**src/rtl/dac_tx_sequencer_if.sv**
```systemverilog
// FIFO-side and DAC-side signals of the DAC transmit sequencer.
// The master modport is the sequencer. The slave modport is the FIFO/serializer side.
interface dac_tx_sequencer_if;
  logic        fifo_empty;
  logic [31:0] fifo_dout;
  logic        fifo_rd_en;
  logic [15:0] dac_data;
  logic        channel_sync;
  logic        frame_sync;

  modport master (
    input  fifo_empty,
    input  fifo_dout,
    output fifo_rd_en,
    output dac_data,
    output channel_sync,
    output frame_sync
  );

  modport slave (
    output fifo_empty,
    output fifo_dout,
    input  fifo_rd_en,
    input  dac_data,
    input  channel_sync,
    input  frame_sync
  );
endinterface

```
**src/rtl/dac_tx_sequencer.sv**
```systemverilog
// DAC transmit sequencer. It splits 32-bit IQ words (I in [31:16], Q in [15:0])
// into two half-words on consecutive DAC clocks for a DDR serializer.
// The word source is the FWFT sample FIFO or a constant test word.
// A run of consecutive underruns halts the output until enable is dropped.
module dac_tx_sequencer #(
  parameter int unsigned UNDERRUN_LIMIT = 16,  // legal range 1..255
  parameter int unsigned CNT_W          = 16
) (
  input  logic               clk_dac0,
  input  logic               reset,
  input  logic               enable,
  input  logic               test_mode,
  input  logic [31:0]        test_word,
  input  logic               clr_status,
  dac_tx_sequencer_if.master bus,
  output logic               running,
  output logic               underrun_flag,
  output logic [CNT_W-1:0]   underrun_cnt
);

  typedef enum logic [1:0] {
    IDLE  = 2'd0,
    PRIME = 2'd1,
    RUN   = 2'd2,
    HALT  = 2'd3
  } state_t;

  localparam logic [7:0]       HALT_AT = 8'(UNDERRUN_LIMIT - 1);
  localparam logic [CNT_W-1:0] CNT_MAX = '1;

  state_t      state;
  state_t      state_nxt;
  logic        ph;            // 0: word boundary (I half next), 1: Q half next
  logic [15:0] q_latch;       // Q half held for the ph=1 cycle
  logic [7:0]  consec_cnt;    // consecutive underrun words

  logic        word_slot;
  logic        fifo_pop;
  logic        underrun_evt;
  logic        halt_hit;
  logic [31:0] source;

  // Word-slot decode. Enable and test_mode are only looked at on the word boundary.
  // NOTE: every always_comb output gets a default first, so no path can infer a latch.
  always_comb begin
    word_slot    = (state == RUN) && !ph && enable;
    fifo_pop     = word_slot && !test_mode && !bus.fifo_empty;
    underrun_evt = word_slot && !test_mode && bus.fifo_empty;
    halt_hit     = underrun_evt && (consec_cnt == HALT_AT);
    source       = 32'd0;
    if (test_mode) begin
      source = test_word;
    end else if (fifo_pop) begin
      source = bus.fifo_dout;
    end
  end

  // Pop strobe. It is masked by reset so no word is consumed during reset.
  assign bus.fifo_rd_en = fifo_pop && !reset;

  // Next-state logic.
  always_comb begin
    state_nxt = state;
    unique case (state)
      IDLE:  if (enable) state_nxt = PRIME;
      PRIME: begin
        if (!enable) begin
          state_nxt = IDLE;
        end else if (test_mode || !bus.fifo_empty) begin
          state_nxt = RUN;
        end
      end
      RUN: begin
        if (!ph) begin
          if (!enable) begin
            state_nxt = IDLE;
          end else if (halt_hit) begin
            state_nxt = HALT;
          end
        end
      end
      HALT:  if (!enable) state_nxt = IDLE;
      default: state_nxt = IDLE;
    endcase
  end

  // State register, phase bit and consecutive-underrun counter.
  // NOTE: sequential state uses non-blocking assignments, so every register samples pre-edge values.
  always_ff @(posedge clk_dac0) begin
    if (reset) begin
      state      <= IDLE;
      ph         <= 1'b0;
      consec_cnt <= 8'd0;
    end else begin
      state <= state_nxt;
      ph    <= (state == RUN && state_nxt == RUN) ? ~ph : 1'b0;
      if (state == IDLE) begin
        consec_cnt <= 8'd0;
      end else if (underrun_evt) begin
        consec_cnt <= consec_cnt + 8'd1;
      end else if (word_slot) begin
        consec_cnt <= 8'd0;
      end
    end
  end

  // Output half-word path. The I half is sent on the word boundary and the Q half follows. Outside RUN the outputs are zero.
  always_ff @(posedge clk_dac0) begin
    if (reset) begin
      bus.dac_data     <= 16'd0;
      bus.channel_sync <= 1'b0;
      bus.frame_sync   <= 1'b0;
      q_latch          <= 16'd0;
      running          <= 1'b0;
    end else begin
      running <= (state_nxt == RUN);
      if (word_slot) begin
        bus.dac_data     <= source[31:16];
        bus.channel_sync <= 1'b1;
        bus.frame_sync   <= ~bus.frame_sync;
        q_latch          <= source[15:0];
      end else if (state == RUN && ph) begin
        bus.dac_data     <= q_latch;
        bus.channel_sync <= 1'b0;
      end else begin
        bus.dac_data     <= 16'd0;
        bus.channel_sync <= 1'b0;
      end
    end
  end

  // Sticky underrun status with a saturating event count.
  // An underrun in the same cycle as a clear leaves count 1.
  always_ff @(posedge clk_dac0) begin
    if (reset) begin
      underrun_cnt  <= '0;
      underrun_flag <= 1'b0;
    end else if (clr_status) begin
      underrun_cnt  <= underrun_evt ? CNT_W'(1) : '0;
      underrun_flag <= underrun_evt;
    end else if (underrun_evt) begin
      underrun_flag <= 1'b1;
      if (underrun_cnt != CNT_MAX) begin
        underrun_cnt <= underrun_cnt + CNT_W'(1);
      end
    end
  end

endmodule

```
**src/flat_wrapper.sv**
```systemverilog
// flat-port wrapper written by rule: the top's interface ports become plain ports
module dac_tx_sequencer_flat 
#(
  parameter int unsigned UNDERRUN_LIMIT = 16,                       
  parameter int unsigned CNT_W          = 16
)
  (clk_dac0, reset, enable, test_mode, test_word, clr_status, running, underrun_flag, underrun_cnt, bus_fifo_empty, bus_fifo_dout, bus_fifo_rd_en, bus_dac_data, bus_channel_sync, bus_frame_sync);
  dac_tx_sequencer_if bus_i ();
  input  logic clk_dac0;
  input  logic reset;
  input  logic enable;
  input  logic test_mode;
  input  logic [31:0] test_word;
  input  logic clr_status;
  output logic running;
  output logic underrun_flag;
  output logic [CNT_W-1:0] underrun_cnt;
  input wire logic [$bits(bus_i.fifo_empty)-1:0] bus_fifo_empty;
  input wire logic [$bits(bus_i.fifo_dout)-1:0] bus_fifo_dout;
  output wire logic [$bits(bus_i.fifo_rd_en)-1:0] bus_fifo_rd_en;
  output wire logic [$bits(bus_i.dac_data)-1:0] bus_dac_data;
  output wire logic [$bits(bus_i.channel_sync)-1:0] bus_channel_sync;
  output wire logic [$bits(bus_i.frame_sync)-1:0] bus_frame_sync;
  assign bus_i.fifo_empty = bus_fifo_empty;
  assign bus_i.fifo_dout = bus_fifo_dout;
  assign bus_fifo_rd_en = bus_i.fifo_rd_en;
  assign bus_dac_data = bus_i.dac_data;
  assign bus_channel_sync = bus_i.channel_sync;
  assign bus_frame_sync = bus_i.frame_sync;
  dac_tx_sequencer #(.UNDERRUN_LIMIT(UNDERRUN_LIMIT), .CNT_W(CNT_W)) u_core (.clk_dac0(clk_dac0), .reset(reset), .enable(enable), .test_mode(test_mode), .test_word(test_word), .clr_status(clr_status), .bus(bus_i), .running(running), .underrun_flag(underrun_flag), .underrun_cnt(underrun_cnt));
endmodule
```
**config.mk**
```make
export PLATFORM = sky130hd
export DESIGN_NAME = dac_tx_sequencer_flat
export DESIGN_NICKNAME = d
export VERILOG_FILES = /design/src/rtl/dac_tx_sequencer_if.sv /design/src/rtl/dac_tx_sequencer.sv /design/src/flat_wrapper.sv
export SDC_FILE = /design/constraint.sdc
export NUM_CORES = 1
export LEC_CHECK = 0
export CELL_PAD_IN_SITES_DETAIL_PLACEMENT = 1
export CELL_PAD_IN_SITES_GLOBAL_PLACEMENT = 2
export CORE_MARGIN = 3
export CORE_UTILIZATION = 27
export DETAILED_ROUTE_END_ITERATION = 8
export PLACE_DENSITY = 0.89
export SYNTH_ARGS = -nofsm -noshare
export SYNTH_HDL_FRONTEND = slang
export SYNTH_SLANG_ARGS = --single-unit
```
**constraint.sdc**
```tcl
create_clock -name clk_dac0 -period 4.8 [get_ports clk_dac0]
set_input_delay 0.96 -clock clk_dac0 [delete_from_list [all_inputs] [get_ports clk_dac0]]
set_output_delay 0.96 -clock clk_dac0 [all_outputs]
set_load 0.05 [all_outputs]
```
==> results of run 1 <==
==> per-stage QoR <==
stage,utilization,hold WS (ns)
floorplan,-,0.426
global placement,0.402,0.437
detailed placement,0.402,0.450
CTS,0.421,0.468
global route,0.421,0.477
finish,0.421,0.458
==> cell families after synthesis <==
family | Yosys count | share of synthesized area
and+or+nand+nor | 141 | 0.262
AOI/OAI and AO/OA | 84 | 0.209
DFF | 63 | 0.449
buffers and inverters | 21 | 0.0334
xor gates and xnor gates | 10 | 0.0312
muxes | 2 | 0.00712
adders and majority gates | 2 | 0.00890
==> where the power goes <==
part           total [mW]  internal, mW  switching, mW
Clock               0.447         0.238          0.209
Sequential          0.531         0.527        0.00352
Combinational       0.108        0.0646         0.0436
Total                1.09         0.830          0.256
==> cells in the final DEF (no fill, tap or decap), types with 2 or more instances in the layout <==
cell / count
nand2b_1: 2
a22oi_1: 16
nor4_1: 2
or3_1: 4
nand3_1: 10
o311a_1: 2
nand3b_1: 6
o21ai_0: 26
a21oi_1: 11
nand2_1: 30
mux2i_1: 2
clkdlybuf4s50_1: 105
xnor2_1: 7
nor2b_1: 3
clkbuf_8: 9
xor2_1: 3
clkinv_2: 3
and3_1: 8
inv_1: 3
nor2_1: 36
dfxtp_1: 63
nor3_1: 22
ha_1: 2
nand4_1: 5
a31oi_1: 4
a221oi_1: 16
buf_4: 5
==> flip-flops by register name (all words and copies together), names as in the netlist <==
signal,count
u_core.bus.channel_sync,1
u_core.q_latch,16
u_core.bus.dac_data,16
u_core.bus.frame_sync,1
u_core.underrun_flag,1
u_core.ph,1
u_core.state,2
u_core.running,1
u_core.underrun_cnt,16
u_core.consec_cnt,8
==> per-layer routing <==
layer	routed length, um	track usage
met1	3990	0.192
met5	0	0
met3	504	0.0406
met4	247	0.0712
met2	4490	0.268
==> how the worst max path moves through the flow <==
stage	cells after the start	slack [ns]	endpoint
2_1_floorplan	5	1.18	bus_fifo_rd_en
6_report	6	1.36	bus_fifo_rd_en
5_1_grt	6	1.28	bus_fifo_rd_en
3_5_place_dp	6	1.34	bus_fifo_rd_en
4_1_cts	6	1.34	bus_fifo_rd_en
3_3_place_gp	6	1.36	bus_fifo_rd_en
==> layout make-up <==
cell class,instances,area [um^2],area share
Clock buffer,10,128,0.0304
Clock inverter,6,61.3,0.0146
Inverter,3,11.3,0.00269
Multi-Input combinational cell,239,1460,0.347
Sequential cell,63,1260,0.301
Tap cell,133,166,0.0397
Timing Repair Buffer,111,1110,0.264
==> worst max-delay path: cells and delay by family <==
family,cells,cell delay (ns)
simple gates,3,0.58
buf+inv,3,0.92
==> qor.yml, run 1 <==
sta:
  hold_violations: 0
  setup_viol_count_final: 0
  max_freq_mhz: 291
  finalSetupTns_ns: 0
  period_share: 0.717
  fin_skew_ns: 0.00658
  rsz0062_at_grt: "no"
  maxSlewViolCount: 0
  fin_ws_ns: 1.36
  tightest_slew_ns: 1.16
  period_needed_ns: 3.44
  slew-limit-headroom: 0.223
clock_tree:
  cts_tree: "yes"
  cts_hold_buf: 0
  cts_resized: 0
  clkTransAtPathRegs_ns: 0.07
  clk_latency_ns: 0.33
  clockBufferDepth: 2
  cts_setup_buffers: 0
  cts_buffers: 9
  clockRootBuffer: "clkbuf_8"
  cts_sinks: 63
  h-tree-depth: 3
route:
  drt-wirelength-per-cell_um: 16.3
  dr.pass1.iters: 4
  totalWireLength_mm: 9.24
  antenna_left: 0
  via_count: 2887
  drt-initial-drc-count: 112
  vias_per_cell: 5.11
  drc: 0
synth:
  yosysSeqAreaShare: 0.449
  synthMostInstantiatedCell: "dfxtp_1"
  yosysWarningCount: 0
  synth-edff-count: 0
  syn-cell-area_mm2: 0.00281
  synth_top_area_share: 0.449
  synthTopCellsByArea: "dfxtp_1, a221oi_1, nor2_1"
  syn_inst: 323
  ys_types: 49
  synth.avg_cell_area_um2: 8.70
  yosys.area.top_type: "dfxtp_1"
  syn_nets: 395
  async_reset_ff_frac: 0
  synth_seq_cells: 63
  synth_common_cells: "dfxtp_1, nor2_1, nand2_1"
  ys_dominant_reg_cell: "dfxtp_1"
cells_and_area:
  final_layout_size_suffix_gt1_frac: 0.0741
  stdcell_count: 565
  final_area_mm2: 0.00419
  fill_cells: 1170
  antenna_cells: 0
  nets: 499
  area_growth_pct: 49.2
flow_run:
  max_cap_viol_count: 0
power:
  totalPowerFinal_mw: 1.09
  p_per_area_mw_per_mm2: 259
  ir_drop_mv: 0.103
  leakage_nw: 1.42
grt:
  grt_pass1_vias: 2972
  grt-ovfl-total: 0
  antenna_found_initial: 0
  track_usage: 0.159
  grt_max_degree: 29
  grt_pass1_wl_mm: 14.7
placed_design:
  gp_congestion: 0.757
  dp_hpwl_mm: 6.95
  place_area_mm2: 0.00400
  port_buffers: 106
  placed_cells: 549
  pre_cts_ws_ns: 1.34
worst_setup_path:
  r2r_start: "u_core.state[1]$_SDFF_PP0_"
  arrival_ns: 2.48
  cpMaxStageDelayCell: "clkdlybuf4s50_1"
  worst_setup_path_start_kind: "primary input"
  worstPathCellList: "clkdlybuf4s50_1, and4bb_1, nand2b_1, buf_4, nor3_1, buf_12"
  crit_path_end_kind: "output pin"
  worstSetupStartpoint: "enable"
  crit_type: "primary input to output pin"
  required_ns: 3.84
  r2r_slack_ns: 2.89
  cp_slowest_stage_delay_ns: 0.54
  worst-path-max-fanout: 19
  worstReg2RegEnd: "u_core.underrun_cnt[14]$_SDFFE_PP0P_"
  reg2reg_depth: 6
die:
  die_x_um: 108
  ios: 107
  rows: 36
  initial_core_util: 0.282
  die-area_mm2: 0.0117
  fp.coreArea_mm2: 0.00995
  fp.dieH_um: 108
hold_path:
  hold_start: "u_core.q_latch[5]$_SDFFE_PP0N_"
  hold_depth: 2
  min_path_type: "register to register"
  min_to: "u_core.bus.dac_data[5]$_SDFF_PP0_"
run_status:
  outcome: "complete, no violations"
Power figures use the tool's default switching activity.
==> run 2: changes to the inputs <==
- CORE_UTILIZATION: 27 -> 25
- PLACE_DENSITY: 0.89 -> 0.83
- clock period: 4.8 -> 3.5 ns (I/O delays scaled with it)
==> run 2 against run 1 <==
Via count is the same. Worst hold slack gained 0.0011 ns. Clock power grew 100%. Sequential share of layout area is 0.92 points lower. Count of clock-buffer cells in the layout decreased by 1. Critical path depth is 1 lower. Final cell count is 1.6% higher. Critical endpoint unchanged. Largest cell class unchanged. Largest power group is now the clock network.
==> qor.yml, run 2 (synthesis results as in run 1) <==
clock_tree:
  cts_sinks: 63
  cts_setup_buffers: 0
  clockBufferDepth: 2
  cts_buffers: 9
  cts_hold_buf: 0
  clockRootBuffer: "clkbuf_16"
  cts_tree: "yes"
  cts_resized: 0
  h-tree-depth: 3
  clkTransAtPathRegs_ns: 0.06
  clk_latency_ns: 0.33
grt:
  track_usage: 0.159
  grt_max_degree: 33
  grt_pass1_vias: 3134
  grt_pass1_wl_mm: 16.2
  grt-ovfl-total: 0
  antenna_found_initial: 0
worst_setup_path:
  crit_type: "primary input to output pin"
  arrival_ns: 2.09
  worst_setup_path_start_kind: "primary input"
  crit_path_end_kind: "output pin"
  worst-path-max-fanout: 5
  r2r_slack_ns: 1.58
  required_ns: 2.80
route:
  vias_per_cell: 5.03
  totalWireLength_mm: 9.74
  antenna_left: 0
  drt-wirelength-per-cell_um: 17.0
  via_count: 2887
  drc: 0
  dr.pass1.iters: 4
  drt-initial-drc-count: 84
die:
  fp.coreArea_mm2: 0.0109
  die_x_um: 112
  initial_core_util: 0.257
  fp.dieH_um: 112
  die-area_mm2: 0.0125
  rows: 38
  ios: 107
hold_path:
  min_path_type: "register to register"
cells_and_area:
  layout_commonest_cell: "clkdlybuf4s50_1"
  nets: 501
  largestRegisters: "u_core.bus.dac_data x16, u_core.q_latch x16, u_core.underrun_cnt x16"
  mostFrequentLayoutCells: "clkdlybuf4s50_1, dfxtp_1, nor2_1"
  antenna_cells: 0
  final_util: 0.395
  final_layout_size_suffix_gt1_frac: 0.0806
  area_growth_pct: 53.9
sta:
  max_freq_mhz: 358
  maxSlewViolCount: 0
  slew-limit-headroom: 0.234
  tightest_slew_ns: 1.15
  rsz0062_at_grt: "no"
  hold_violations: 0
  period_share: 0.798
  fin_skew_ns: 0.00855
  period_needed_ns: 2.79
  finalSetupTns_ns: 0
  setup_viol_count_final: 0
placed_design:
  port_buffers: 106
  dp_hpwl_mm: 7.07
  gp_congestion: 0.783
flow_run:
  max_cap_viol_count: 0
power:
  p_per_area_mw_per_mm2: 412
  totalPowerFinal_mw: 1.78
  leakage_nw: 1.48
  ir_drop_mv: 0.301
run_status:
  outcome: "complete, no violations"
run 2: area by class of cell:
class	count	area [um^2]
Clock buffer	9	225
Clock inverter	7	72.6
Fill cell	1288	6610
Inverter	3	11.3
Multi-Input combinational cell	239	1460
Sequential cell	63	1260
Tap cell	140	175
Timing Repair Buffer	113	1120
run 2: metrics by stage:
step / worst slack (ns) / hold WS [ns] / instances / area, um^2
floorplan: 0.399 / 0.426 / 323 / 2810
global placement: 0.743 / 0.433 / 558 / 4030
detailed placement: 0.721 / 0.451 / 558 / 4030
CTS: 0.697 / 0.466 / 574 / 4320
global route: 0.627 / 0.495 / 574 / 4320
finish: 0.708 / 0.459 / 574 / 4320
run 2: worst max-delay path, stage by stage:
cell and delay [ns]:
clkdlybuf4s50_1 0.55, and4bb_1 0.25, nand2b_1 0.08, nor3_1 0.32, buf_12 0.19
run 2: final timing paths:
path,startpoint,end,cells past startpoint
max,enable,bus_fifo_rd_en,5
min,u_core.q_latch[7]$_SDFFE_PP0N_,u_core.bus.dac_data[7]$_SDFF_PP0_,2
max reg2reg,u_core.state[1]$_SDFF_PP0_,u_core.underrun_cnt[14]$_SDFFE_PP0P_,6
min reg2reg,u_core.q_latch[7]$_SDFFE_PP0N_,u_core.bus.dac_data[7]$_SDFF_PP0_,2
run 2: routing by layer:
metal	up-vias	part of all wire	track usage
li1	1406	-	-
met1	1390	0.45	0.205
met2	80	0.47	0.258
met3	11	0.062	0.0485
met4	0	0.014	0.0465
met5	-	0	0
run 2: where the power goes:
group          internal, mW  switching, mW  total [mW]  leakage, nW
Clock                 0.552          0.351       0.903        0.142
Combinational        0.0887         0.0608       0.150        0.828
Sequential            0.724        0.00526       0.729        0.508
Total                  1.36          0.417        1.78         1.48
==> run 3: changes to the inputs <==
- clock period: 3.5 -> 2.8 ns (I/O delays scaled with it)
==> run 3 against run 2 <==
Global-route usage is 0.60 points lower. Critical endpoint unchanged. Die area stayed put. Wire length shrank 1.9%. Final cell count is 0.52% higher.
==> qor.yml, run 3 (synthesis results as in run 1) <==
run_status:
  outcome: "complete, no violations"
clock_tree:
  clockBufferDepth: 2
  clk_latency_ns: 0.33
  cts_hold_buf: 0
  cts_tree: "yes"
  cts_setup_buffers: 0
  cts_buffers: 9
  cts_resized: 0
  h-tree-depth: 3
  cts_sinks: 63
  clockRootBuffer: "clkbuf_16"
  clkTransAtPathRegs_ns: 0.06
sta:
  period_needed_ns: 2.46
  rsz0062_at_grt: "no"
  maxSlewViolCount: 0
  fin_skew_ns: 0.00753
  tightest_slew_ns: 1.15
  hold_violations: 0
  fin_ws_ns: 0.341
  setup_viol_count_final: 0
  slew-limit-headroom: 0.229
  period_share: 0.878
  finalSetupTns_ns: 0
  max_freq_mhz: 407
grt:
  track_usage: 0.153
  grt_pass1_vias: 3136
  antenna_found_initial: 0
  grt_max_degree: 31
  grt-ovfl-total: 0
  grt_pass1_wl_mm: 15.5
die:
  fp.coreArea_mm2: 0.0109
  rows: 38
  ios: 107
  die_x_um: 112
  die-area_mm2: 0.0125
  fp.dieH_um: 112
  initial_core_util: 0.257
route:
  route.met2.wl_mm: 4.60
  antenna_left: 0
  drt-initial-drc-count: 95
  vias_per_cell: 4.97
  drt-met1-wl_mm: 4.21
  via_count: 2870
  highest_layer: "met4"
  drt-wirelength-per-cell_um: 16.6
  dr.pass1.iters: 4
  dr_wl_met3_um: 634
  totalWireLength_mm: 9.55
  drc: 0
flow_run:
  max_cap_viol_count: 0
power:
  p_per_area_mw_per_mm2: 532
  totalPowerFinal_mw: 2.33
  ir_drop_mv: 0.249
  leakage_nw: 1.51
cells_and_area:
  nets: 504
  antenna_cells: 0
  largestRegisters: "u_core.bus.dac_data x16, u_core.q_latch x16, u_core.underrun_cnt x16"
  layout_commonest_cell: "clkdlybuf4s50_1"
  area_growth_pct: 56.0
  final_layout_size_suffix_gt1_frac: 0.0892
  final_area_mm2: 0.00438
  final_util: 0.401
  mostFrequentLayoutCells: "clkdlybuf4s50_1, dfxtp_1, nor2_1"
placed_design:
  gp_congestion: 0.820
  port_buffers: 106
  place_area_mm2: 0.00405
  pre_cts_ws_ns: 0.0633
  dp_hpwl_mm: 7.10
worst_setup_path:
  arrival_ns: 1.90
  worst_setup_path_start_kind: "primary input"
  worst-path-max-fanout: 5
  crit_path_end_kind: "output pin"
  r2r_start: "u_core.state[1]$_SDFF_PP0_"
  required_ns: 2.24
  worstSetupStartpoint: "enable"
  crit_type: "primary input to output pin"
hold_path:
  min_path_type: "register to register"
  hold_start: "u_core.q_latch[8]$_SDFFE_PP0N_"
## run 3: power by group
part | internal [mW] | switching [mW]
logic | 0.114 | 0.0759
registers | 0.905 | 0.00672
clock network | 0.808 | 0.423
total | 1.83 | 0.506
## run 3: worst max-delay path, cell delays in order
cell and delay, ns:
clkdlybuf4s50_1 0.56, and4bb_1 0.28, nand2b_1 0.10, nor3_2 0.22
buf_12 0.18
## run 3: final timing paths
check	to	slack [ns]	depth (start not counted)
worst min register to register	u_core.bus.dac_data[8]$_SDFF_PP0_	0.46	2
worst max register to register	u_core.bus.dac_data[2]$_SDFF_PP0_	0.96	4
worst max-delay path	bus_fifo_rd_en	0.34	5
worst min-delay path	u_core.bus.dac_data[8]$_SDFF_PP0_	0.46	2
## run 3: cell type report
cell class | count | area [um^2]
inverter | 3 | 11.3
tap | 140 | 175
multi-input combinational | 239 | 1460
timing repair buffer | 116 | 1150
clock inverter | 6 | 90.1
fill | 1279 | 6550
clock buffer | 10 | 239
sequential | 63 | 1260
## run 3: routing by layer
metal  vias to the layer above  global-route usage
met1                      1371               0.185
met2                        80               0.264
met4                         0              0.0473
li1                       1407                   -
met3                        12              0.0442
met5                         -                   0
## run 3: stage by stage
| stage | instances | hold WS [ns] |
|---|---|---|
| global route | 577 | 0.500 |
| finish | 577 | 0.455 |
| detailed placement | 561 | 0.445 |
| global placement | 561 | 0.451 |
| floorplan | 323 | 0.426 |
| CTS | 577 | 0.464 |
